[src/rtl/start_fifo_srl_reader.sv]
// rtl/start_fifo_srl_reader.sv - SRL start-token FIFO: read-side control plus storage
//
// Purpose:
//   Links one dataflow task's start to a downstream PE task. The read-side
//   controller owns the occupancy counter, the read address into the
//   shift-register storage and the registered full/empty flags. The SRL storage
//   shifts on every accepted push. The oldest token is read out combinationally
//   from slot r_addr.
//
// Ports:
//   clk               in   rising-edge clock
//   reset_n           in   asynchronous active-low reset
//   if_write_ce       in   write-side clock enable
//   if_write          in   push request
//   if_din            in   token to push (DATA_WIDTH)
//   if_full_n         out  high while at least one slot is free
//   if_read_ce        in   read-side clock enable
//   if_read           in   pop request
//   if_dout           out  oldest token, valid while if_empty_n is high
//   if_empty_n        out  high while at least one token is stored
//   if_num_data_valid out  occupancy 0..DEPTH (ADDR_WIDTH+1)

module start_fifo_srl_reader_srl #(
  parameter int DATA_WIDTH = 1,
  parameter int ADDR_WIDTH = 1,
  parameter int DEPTH      = 2
) (
  input  logic                  clk,
  input  logic                  i_shift,
  input  logic [DATA_WIDTH-1:0] i_din,
  input  logic [ADDR_WIDTH-1:0] i_addr,
  output logic [DATA_WIDTH-1:0] o_dout
);

  // Storage is deliberately left unreset. The controller's flags are what
  // decide whether a slot holds a live token.
  logic [DATA_WIDTH-1:0] r_mem [0:DEPTH-1];

  always_ff @(posedge clk) begin
    if (i_shift) begin
      for (int i = DEPTH - 1; i > 0; i--) begin
        r_mem[i] <= r_mem[i-1];
      end
      r_mem[0] <= i_din;
    end
  end

  assign o_dout = r_mem[i_addr];

endmodule

module start_fifo_srl_reader #(
  parameter int DATA_WIDTH = 1,
  parameter int ADDR_WIDTH = 1,
  parameter int DEPTH      = 2
) (
  input  logic                  clk,
  input  logic                  reset_n,
  input  logic                  if_write_ce,
  input  logic                  if_write,
  input  logic [DATA_WIDTH-1:0] if_din,
  output logic                  if_full_n,
  input  logic                  if_read_ce,
  input  logic                  if_read,
  output logic [DATA_WIDTH-1:0] if_dout,
  output logic                  if_empty_n,
  output logic [ADDR_WIDTH:0]   if_num_data_valid
);

  localparam int CW = ADDR_WIDTH + 1;
  localparam logic [CW-1:0] LP_DEPTH = CW'(DEPTH);
  localparam logic [CW-1:0] LP_CNT_ONE = CW'(1);
  localparam logic [ADDR_WIDTH-1:0] LP_ADDR_ONE = ADDR_WIDTH'(1);

  logic [CW-1:0]         r_count;
  logic [ADDR_WIDTH-1:0] r_addr;
  logic                  r_full_n;
  logic                  r_empty_n;

  logic                  w_push;
  logic                  w_pop;
  logic [CW-1:0]         w_count_nxt;
  logic [ADDR_WIDTH-1:0] w_addr_nxt;

  // Qualification uses the registered flags only. As a result, neither if_read
  // nor if_write has a combinational path to the opposite flag.
  assign w_push = if_write_ce & if_write & r_full_n;
  assign w_pop  = if_read_ce & if_read & r_empty_n;

  always_comb begin
    w_count_nxt = r_count;
    w_addr_nxt  = r_addr;
    if (w_push && !w_pop) begin
      w_count_nxt = r_count + LP_CNT_ONE;
      // The first token lands in slot 0, which is already the read address.
      if (r_count != '0) begin
        w_addr_nxt = r_addr + LP_ADDR_ONE;
      end
    end else if (w_pop && !w_push) begin
      w_count_nxt = r_count - LP_CNT_ONE;
      // Popping the last token leaves addr parked at 0 rather than wrapping.
      if (r_count != LP_CNT_ONE) begin
        w_addr_nxt = r_addr - LP_ADDR_ONE;
      end
    end
    // With push and pop together, the shift moves the oldest token up past
    // addr as it retires, so the count and addr stay as they are.
  end

  always_ff @(posedge clk or negedge reset_n) begin
    if (!reset_n) begin
      r_count   <= '0;
      r_addr    <= '0;
      r_full_n  <= 1'b1;
      r_empty_n <= 1'b0;
    end else begin
      r_count   <= w_count_nxt;
      r_addr    <= w_addr_nxt;
      r_full_n  <= (w_count_nxt != LP_DEPTH);
      r_empty_n <= (w_count_nxt != '0);
    end
  end

  start_fifo_srl_reader_srl #(
    .DATA_WIDTH (DATA_WIDTH),
    .ADDR_WIDTH (ADDR_WIDTH),
    .DEPTH      (DEPTH)
  ) u_srl (
    .clk     (clk),
    .i_shift (w_push),
    .i_din   (if_din),
    .i_addr  (r_addr),
    .o_dout  (if_dout)
  );

  assign if_full_n         = r_full_n;
  assign if_empty_n        = r_empty_n;
  assign if_num_data_valid = r_count;

endmodule
[config.mk]
export PLATFORM = sky130hd
export DESIGN_NAME = start_fifo_srl_reader
export DESIGN_NICKNAME = d
export VERILOG_FILES = /design/src/rtl/start_fifo_srl_reader.sv
export SDC_FILE = /design/constraint.sdc
export NUM_CORES = 1
export LEC_CHECK = 0
export ABC_AREA = 0
export ABC_CLOCK_PERIOD_IN_PS = 2900
export CAP_MARGIN = 20
export CORE_AREA = 2 2 39 41
export CTS_CLUSTER_SIZE = 30
export DETAILED_ROUTE_END_ITERATION = 16
export DIE_AREA = 0 0 41 43
export PLACE_DENSITY = 0.52
export RECOVER_POWER = 100
export SLEW_MARGIN = 20
export SYNTH_ARGS = -nofsm -noshare
export SYNTH_HDL_FRONTEND = slang
export SYNTH_SLANG_ARGS = --single-unit
[constraint.sdc]
create_clock -name clk -period 2.9 [get_ports clk]
set_input_delay 0.58 -clock clk [delete_from_list [all_inputs] [get_ports clk]]
set_output_delay 0.58 -clock clk [all_outputs]
set_load 0.01 [all_outputs]
==> results of run 1 <==
[area by class of cell]
| type | count | area [um2] |
|---|---|---|
| flip-flops and latches | 7 | 186.4 |
| well taps | 16 | 20.02 |
| inverters | 4 | 15.01 |
| fillers | 146 | 860.8 |
| clock buffers | 4 | 26.28 |
| multi-input cells | 23 | 165.2 |
| repair buffers | 11 | 110.1 |
[path summary, 6_finish.rpt]
path / from / to / slack (ns)
worst max-delay path: r_addr / if_dout / 0.77
worst min-delay path: u_srl.r_mem[0] / u_srl.r_mem[1] / 0.45
worst max register to register: if_full_n / r_addr / 1.28
worst min register to register: u_srl.r_mem[0] / u_srl.r_mem[1] / 0.45
max in group asynchronous: reset_n / if_full_n / 2.00
min in group asynchronous: reset_n / if_empty_n / 0.63
[cells in the mapped netlist]
cell type	number	area share
mux2_2	1	0.030
buf_6	1	0.030
dfstp_2	1	0.070
or3b_1	1	0.023
a22oi_1	1	0.020
inv_1	4	0.040
xor2_1	1	0.023
nand2_1	2	0.020
nor3_1	1	0.013
dfrtp_1	4	0.26
a21oi_1	2	0.026
nor2_1	3	0.030
nor2b_1	1	0.017
ha_1	4	0.13
edfxtp_1	2	0.16
a211oi_1	1	0.020
nand3_1	1	0.013
o21ai_0	2	0.026
and3_1	1	0.017
mux2i_1	1	0.026
[registers in the layout, summed over array words and instances (netlist names)]
| register | flops |
|---|---|
| if_num_data_valid | 2 |
| u_srl.r_mem | 2 |
| if_empty_n | 1 |
| if_full_n | 1 |
| r_addr | 1 |
[stage by stage]
stage | worst slack, ns | power [mW]
2_1_floorplan | 1.203 | 0.2893
3_3_place_gp | 0.7020 | 0.3847
3_5_place_dp | 0.6878 | 0.3802
4_1_cts | 0.8692 | 0.4747
5_1_grt | 0.7079 | 0.4926
6_report | 0.7666 | 0.4504
[worst max-delay path, cell delays in order (launching register included)]
cell and delay, ns:
dfrtp_1 0.37, mux2_2 0.34, dlygate4sd3_1 0.60
[cells in the final DEF (no fill, tap or decap)]
| master | count |
|---|---|
| a211oi_1 | 1 |
| a21oi_1 | 2 |
| a22oi_1 | 1 |
| and3_1 | 1 |
| clkbuf_1 | 1 |
| clkbuf_4 | 3 |
| clkdlybuf4s50_1 | 3 |
| dfrtp_1 | 4 |
| dfstp_2 | 1 |
| dlygate4sd3_1 | 8 |
| edfxtp_1 | 2 |
| ha_1 | 4 |
| inv_1 | 4 |
| mux2_2 | 1 |
| mux2i_1 | 1 |
| nand2_1 | 2 |
| nand3_1 | 1 |
| nor2_1 | 3 |
| nor2b_1 | 1 |
| nor3_1 | 1 |
| o21ai_0 | 2 |
| or3b_1 | 1 |
| xor2_1 | 1 |
[report_power, final]
part | switching [mW] | total (mW) | internal [mW] | leakage [nW]
logic | 0.0969 | 0.195 | 0.0983 | 0.134
registers | 0.0278 | 0.169 | 0.141 | 0.0740
clock network | 0.0340 | 0.0863 | 0.0524 | 0.0150
[cell families (layout without fill, tap and decap cells)]
family                     after synthesis  count (layout)  share of synthesized area
and+or+nand+nor                         10              10                     0.1325
DFF                                      7               7                     0.4934
AOI/OAI and AO/OA                        6               6                    0.09273
buffers and inverters                    5              19                    0.06952
adders and majority gates                4               4                     0.1325
muxes                                    2               2                    0.05629
xor gates and xnor gates                 1               1                    0.02318
[per-layer routing]
layer,share of wire,global-route usage
met1,0.47,0.1159
met2,0.41,0.1156
met3,0.12,0.07853
met4,0,0.04000
met5,0,0
==> key figures, run 1 <==
GRT
  • Initial antenna violation count: 0
  • First-pass GRT wire length: slightly above 1000 um
  • Total grt overflow: 0
  • Vias in the first global route: 245
  • Gr usage total: 0.09422
  • Largest net degree at the start of global routing: 9

Clock tree
  • Clock Sinks: 7
  • Post-CTS Setup Bufs: 0
  • Hold_buf cts: 0
  • CTS Buf Count: 3
  • Clk slew on worst S/H paths: 0.05 ns
  • # resized after CTS: 0
  • Clock latency on the worst-skew pair: 0.25 ns
  • Root buf cell: clkbuf_4
  • CTS tree: built
  • Clk buf depth: 2
  • CTS H-tree lvls: 1

Floorplan
  • Width of the die: 41 um
  • Core ar.: 0.001384 mm2
  • Starting density of the core: 0.2731
  • # IOs: 12
  • Total die area: ~0.0018 mm2
  • Standard-cell row count: 14
  • Die Y: 43 um

Yosys
  • Syn Inst Count: 35
  • Synth Register Bits: 7
  • Register area share after synthesis: 0.4934
  • Avg Cell Area, Syn: around 11 um2
  • Syn Nets: 46
  • YS warnings: 0
  • Post-synth design cell area: around 380 um2
  • Netlist cell types: 20

Drt
  • Drt first pass iters: 2
  • Routed WL per cell: ~11 um
  • DRT antenna net count: 0
  • Vias: 290
  • Total wire length: 697 um
  • Vias per cell: 4.462
  • Number of remaining DRC errors: 0
  • Iteration-0 DRC Markers: 4

Worst setup path
  • Req. time, crit path: 2.32 ns
  • Arr. time, crit path: 1.55 ns
  • Worst-path fanout max: 2
  • Critical path endpoint category: output pin
  • R2R depth: 6
  • Critical path class: register to output pin
  • Worst Setup Start Kind: register

Hold path
  • Hold-critical path depth: 0
  • Worst min-delay path category: register to register

Cells and area
  • N_diodes: 0
  • Share of cells above drive strength 1: 0.1020
  • Final Cell Area: 523.0 um2
  • Final nets: 61
  • Post-route insts no fill: 65
  • Area growth syn-to-layout: 38.41%
  • Finished Core Util: 0.3779

STA
  • Final period util: 0.7357
  • Crit path time final: 2.133 ns
  • Slew Limit Headroom: 0.7807
  • Max Slew Vio Count: 0
  • Setup Viol. Count Final: 0
  • Peak Freq: 468.7 MHz
  • Slew @ Worst Pin: between 0.3 and 0.4 ns
  • RSZ-0062 raised after global routing: no
  • Clock Skew: 0.002738 ns
  • WHS: 0.4483 ns
  • Hold Vio Cnt, Final: 0
  • Setup TNS: 0 ns

Placement
  • Placed Area: 496.7 um2
  • Placed Cells: between 60 and 70
  • Port Buffer Count: 11
  • Routability cong.: 0.7894
  • HPWL Detailed: 549.6 um

Power
  • P per Cell Area: ~860 mW/mm2
  • Maximum VDD drop: between 0.3 and 0.4 mV
  • Lkg Pwr: roughly 0.22 nW

Run
  • Max capacitance violation total: 0

Run status
  • Status: finished, final reports clean
No activity file was read; power rests on OpenSTA's default activity.
==> inputs of run 2 (changes only) <==
--- a/config.mk
+++ b/config.mk
@@ -6,13 +6,13 @@
 export NUM_CORES = 1
 export LEC_CHECK = 0
 export ABC_AREA = 0
-export ABC_CLOCK_PERIOD_IN_PS = 2900
+export ABC_CLOCK_PERIOD_IN_PS = 1700
 export CAP_MARGIN = 20
 export CORE_AREA = 2 2 39 41
 export CTS_CLUSTER_SIZE = 30
 export DETAILED_ROUTE_END_ITERATION = 16
 export DIE_AREA = 0 0 41 43
-export PLACE_DENSITY = 0.52
+export PLACE_DENSITY = 0.54
 export RECOVER_POWER = 100
 export SLEW_MARGIN = 20
 export SYNTH_ARGS = -nofsm -noshare
==> constraint.sdc (replaced) <==
create_clock -name clk -period 1.7 [get_ports clk]
set_input_delay 0.34 -clock clk [delete_from_list [all_inputs] [get_ports clk]]
set_output_delay 0.34 -clock clk [all_outputs]
set_load 0.01 [all_outputs]
==> run 2 against run 1 <==
Worst setup slack got worse by 0.72 ns. Clock skew up 0.0011 ns. Total power up 77%. Clock power up 75%. Sequential share of layout area decreased by 1.5 points. Sequential cell count did not move. Register-to-register slack worse by 1.1 ns. Via count grew 4.5%.
==> key figures, run 2 (synthesis results as in run 1) <==
GRT
  • Vias in the first global route: 277 (+13%)
  • Total grt overflow: 0 (unchanged)
  • Met3 usage: 0.06806 (-0.01047)
  • Initial antenna violation count: 0 (unchanged)
  • GR Util met1: 0.1333 (+0.01744)
  • Top Usage Layer GRT: met1
  • First-pass GRT wire length: 1124 um (+10%)
  • M2 GR Usage: 0.1250 (+0.009375)
  • Gr usage total: 0.1036 (+0.009328)
  • Largest net degree at the start of global routing: 7 (-2)

Cells and area
  • Area growth syn-to-layout: 44.70%
  • Commonest non-fill, non-tap cells in the layout: 6 x clkdlybuf4s50_1, 4 x inv_1, 4 x clkbuf_4, 4 x dfrtp_1, 4 x dlygate4sd3_1
  • Final nets: 65 (+6.6%)
  • Share of cells above drive strength 1: 0.1509 (+0.04890)
  • Most common cell after layout, fill and taps aside: clkdlybuf4s50_1
  • Post-route insts no fill: 69 (+6.2%)
  • N_diodes: 0 (unchanged)

Clock tree
  • CTS Buf Count: 3 (unchanged)
  • Post-CTS Setup Bufs: 0 (unchanged)
  • Clock Sinks: 7 (unchanged)
  • Clk slew on worst S/H paths: 0.06 ns (about the same)
  • Clk buf depth: 2 (unchanged)
  • Root buf cell: clkbuf_4
  • CTS H-tree lvls: 1 (unchanged)
  • CTS tree: built
  • Clock latency on the worst-skew pair: 0.25 ns (about the same)

Drt
  • DRT antenna net count: 0 (unchanged)
  • Drt first pass iters: 4 (+2)
  • Iteration-0 DRC Markers: 7 (+3)
  • Vias: 303 (+4.5%)
  • Number of remaining DRC errors: 0 (unchanged)
  • Total wire length: 754 um (+8.2%)
  • Vias per cell: 4.391 (-1.6%)
  • Routed WL per cell: 10.93 um (+1.9%)

Floorplan
  • Standard-cell row count: 14 (unchanged)
  • Starting density of the core: 0.2731 (unchanged)
  • Total die area: 0.001763 mm2 (unchanged)
  • Die Y: 43 um (unchanged)
  • Core ar.: 0.001384 mm2 (unchanged)
  • Width of the die: 41 um (unchanged)
  • # IOs: 12 (unchanged)

Placement
  • Port Buffer Count: 11 (unchanged)
  • Pre-CTS setup slack: -0.2266 ns (-0.9144 ns)
  • Placed Cells: 65 (+6.6%)
  • Routability cong.: 0.6481 (-18%)

Power
  • Maximum VDD drop: 0.7250 mV (+82%)
  • Lkg Pwr: 0.2366 nW (+6.2%)
  • P per Cell Area: 1462 mW/mm2 (+70%)

STA
  • Final period util: 0.9731
  • Clock Skew: 0.003798 ns (+0.001061 ns)
  • Setup ws final: 0.04581 ns (-0.7208 ns)
  • Peak Freq: 604.5 MHz
  • Slew Limit Headroom: 0.8242 (+0.04349)
  • Setup Viol. Count Final: 0 (unchanged)
  • RSZ-0062 raised after global routing: no
  • Hold Vio Cnt, Final: 0 (unchanged)
  • Slew @ Worst Pin: 0.2621 ns (-0.06431 ns)
  • Setup TNS: 0 ns (unchanged)
  • Max Slew Vio Count: 0 (unchanged)
  • Crit path time final: 1.654 ns
  • WHS: 0.3848 ns (-0.06351 ns)

Worst setup path
  • Req. time, crit path: 1.87 ns (-0.45 ns)
  • Worst-path fanout max: 6 (+4)
  • Critical path endpoint category: register
  • Critical path class: input pin to register
  • Worst Setup Start Kind: input pin
  • Arr. time, crit path: 1.82 ns (+0.27 ns)

Run status
  • Status: finished, final reports clean

Run
  • Max capacitance violation total: 0 (unchanged)

Hold path
  • Worst min-delay path category: input pin to asynchronous set/reset pin
run 2: changes by cell type in the layout (fill, tap and decap cells not counted), sizes merged:
cell	before	now
dlygate4sd3	8	4
buf	0	1
clkdlybuf4s50	3	6
dlygate4sd2	0	1
clkbuf	4	7
run 2: stage by stage:
| stage | total power, mW | utilization | cell area, um2 |
|---|---|---|---|
| floorplan | 0.4935 | - | 377.9 |
| global placement | 0.6860 | 0.3807 | 526.8 |
| detailed placement | 0.6756 | 0.3807 | 526.8 |
| CTS | 0.8289 | 0.3987 | 551.8 |
| global route | 0.8707 | 0.3951 | 546.8 |
| finish | 0.7993 | 0.3951 | 546.8 |
run 2: path summary, 6_finish.rpt:
kind,startpoint,end,slack [ns],cells past startpoint
min in group clk,u_srl.r_mem[0],u_srl.r_mem[1],0.46,0
hold reg to reg,u_srl.r_mem[0],u_srl.r_mem[1],0.46,0
hold / removal,reset_n,if_num_data_valid[1],0.38,1
setup reg to reg,if_num_data_valid[0],if_full_n,0.17,5
max in group asynchronous,reset_n,if_full_n,1.05,1
setup / recovery,if_read_ce,if_full_n,0.05,7
run 2: area by class of cell:
cell class / instances / area [um2]
fill: 147 / 837.1
sequential: 7 / 186.4
multi-input combinational: 23 / 167.7
timing repair buffer: 15 / 131.4
clock buffer: 4 / 26.28
tap: 16 / 20.02
inverter: 4 / 15.01
run 2: worst max-delay path, stage by stage:
cell,delay (ns)
clkdlybuf4s50_1,0.45
and3_1,0.18
inv_1,0.05
ha_2,0.20
or3b_1,0.38
a21oi_1,0.16
a21oi_1,0.06
run 2: power by group:
part	internal [mW]	switching, mW	total (mW)
combinational	0.187	0.171	0.357
clock	0.0896	0.0612	0.151
sequential	0.240	0.0506	0.291
run 2: repair_timing:
item,4_1_cts,5_1_grt
resized for setup,1,1
setup endpoints to repair,1,1
hold buffers,0,0
run 2: routing by layer:
layer | vias to the layer above | wire length (um)
met4 | 0 | 0
met5 | - | 0
met2 | 9 | 326
li1 | 157 | -
met1 | 137 | 368
met3 | 0 | 59
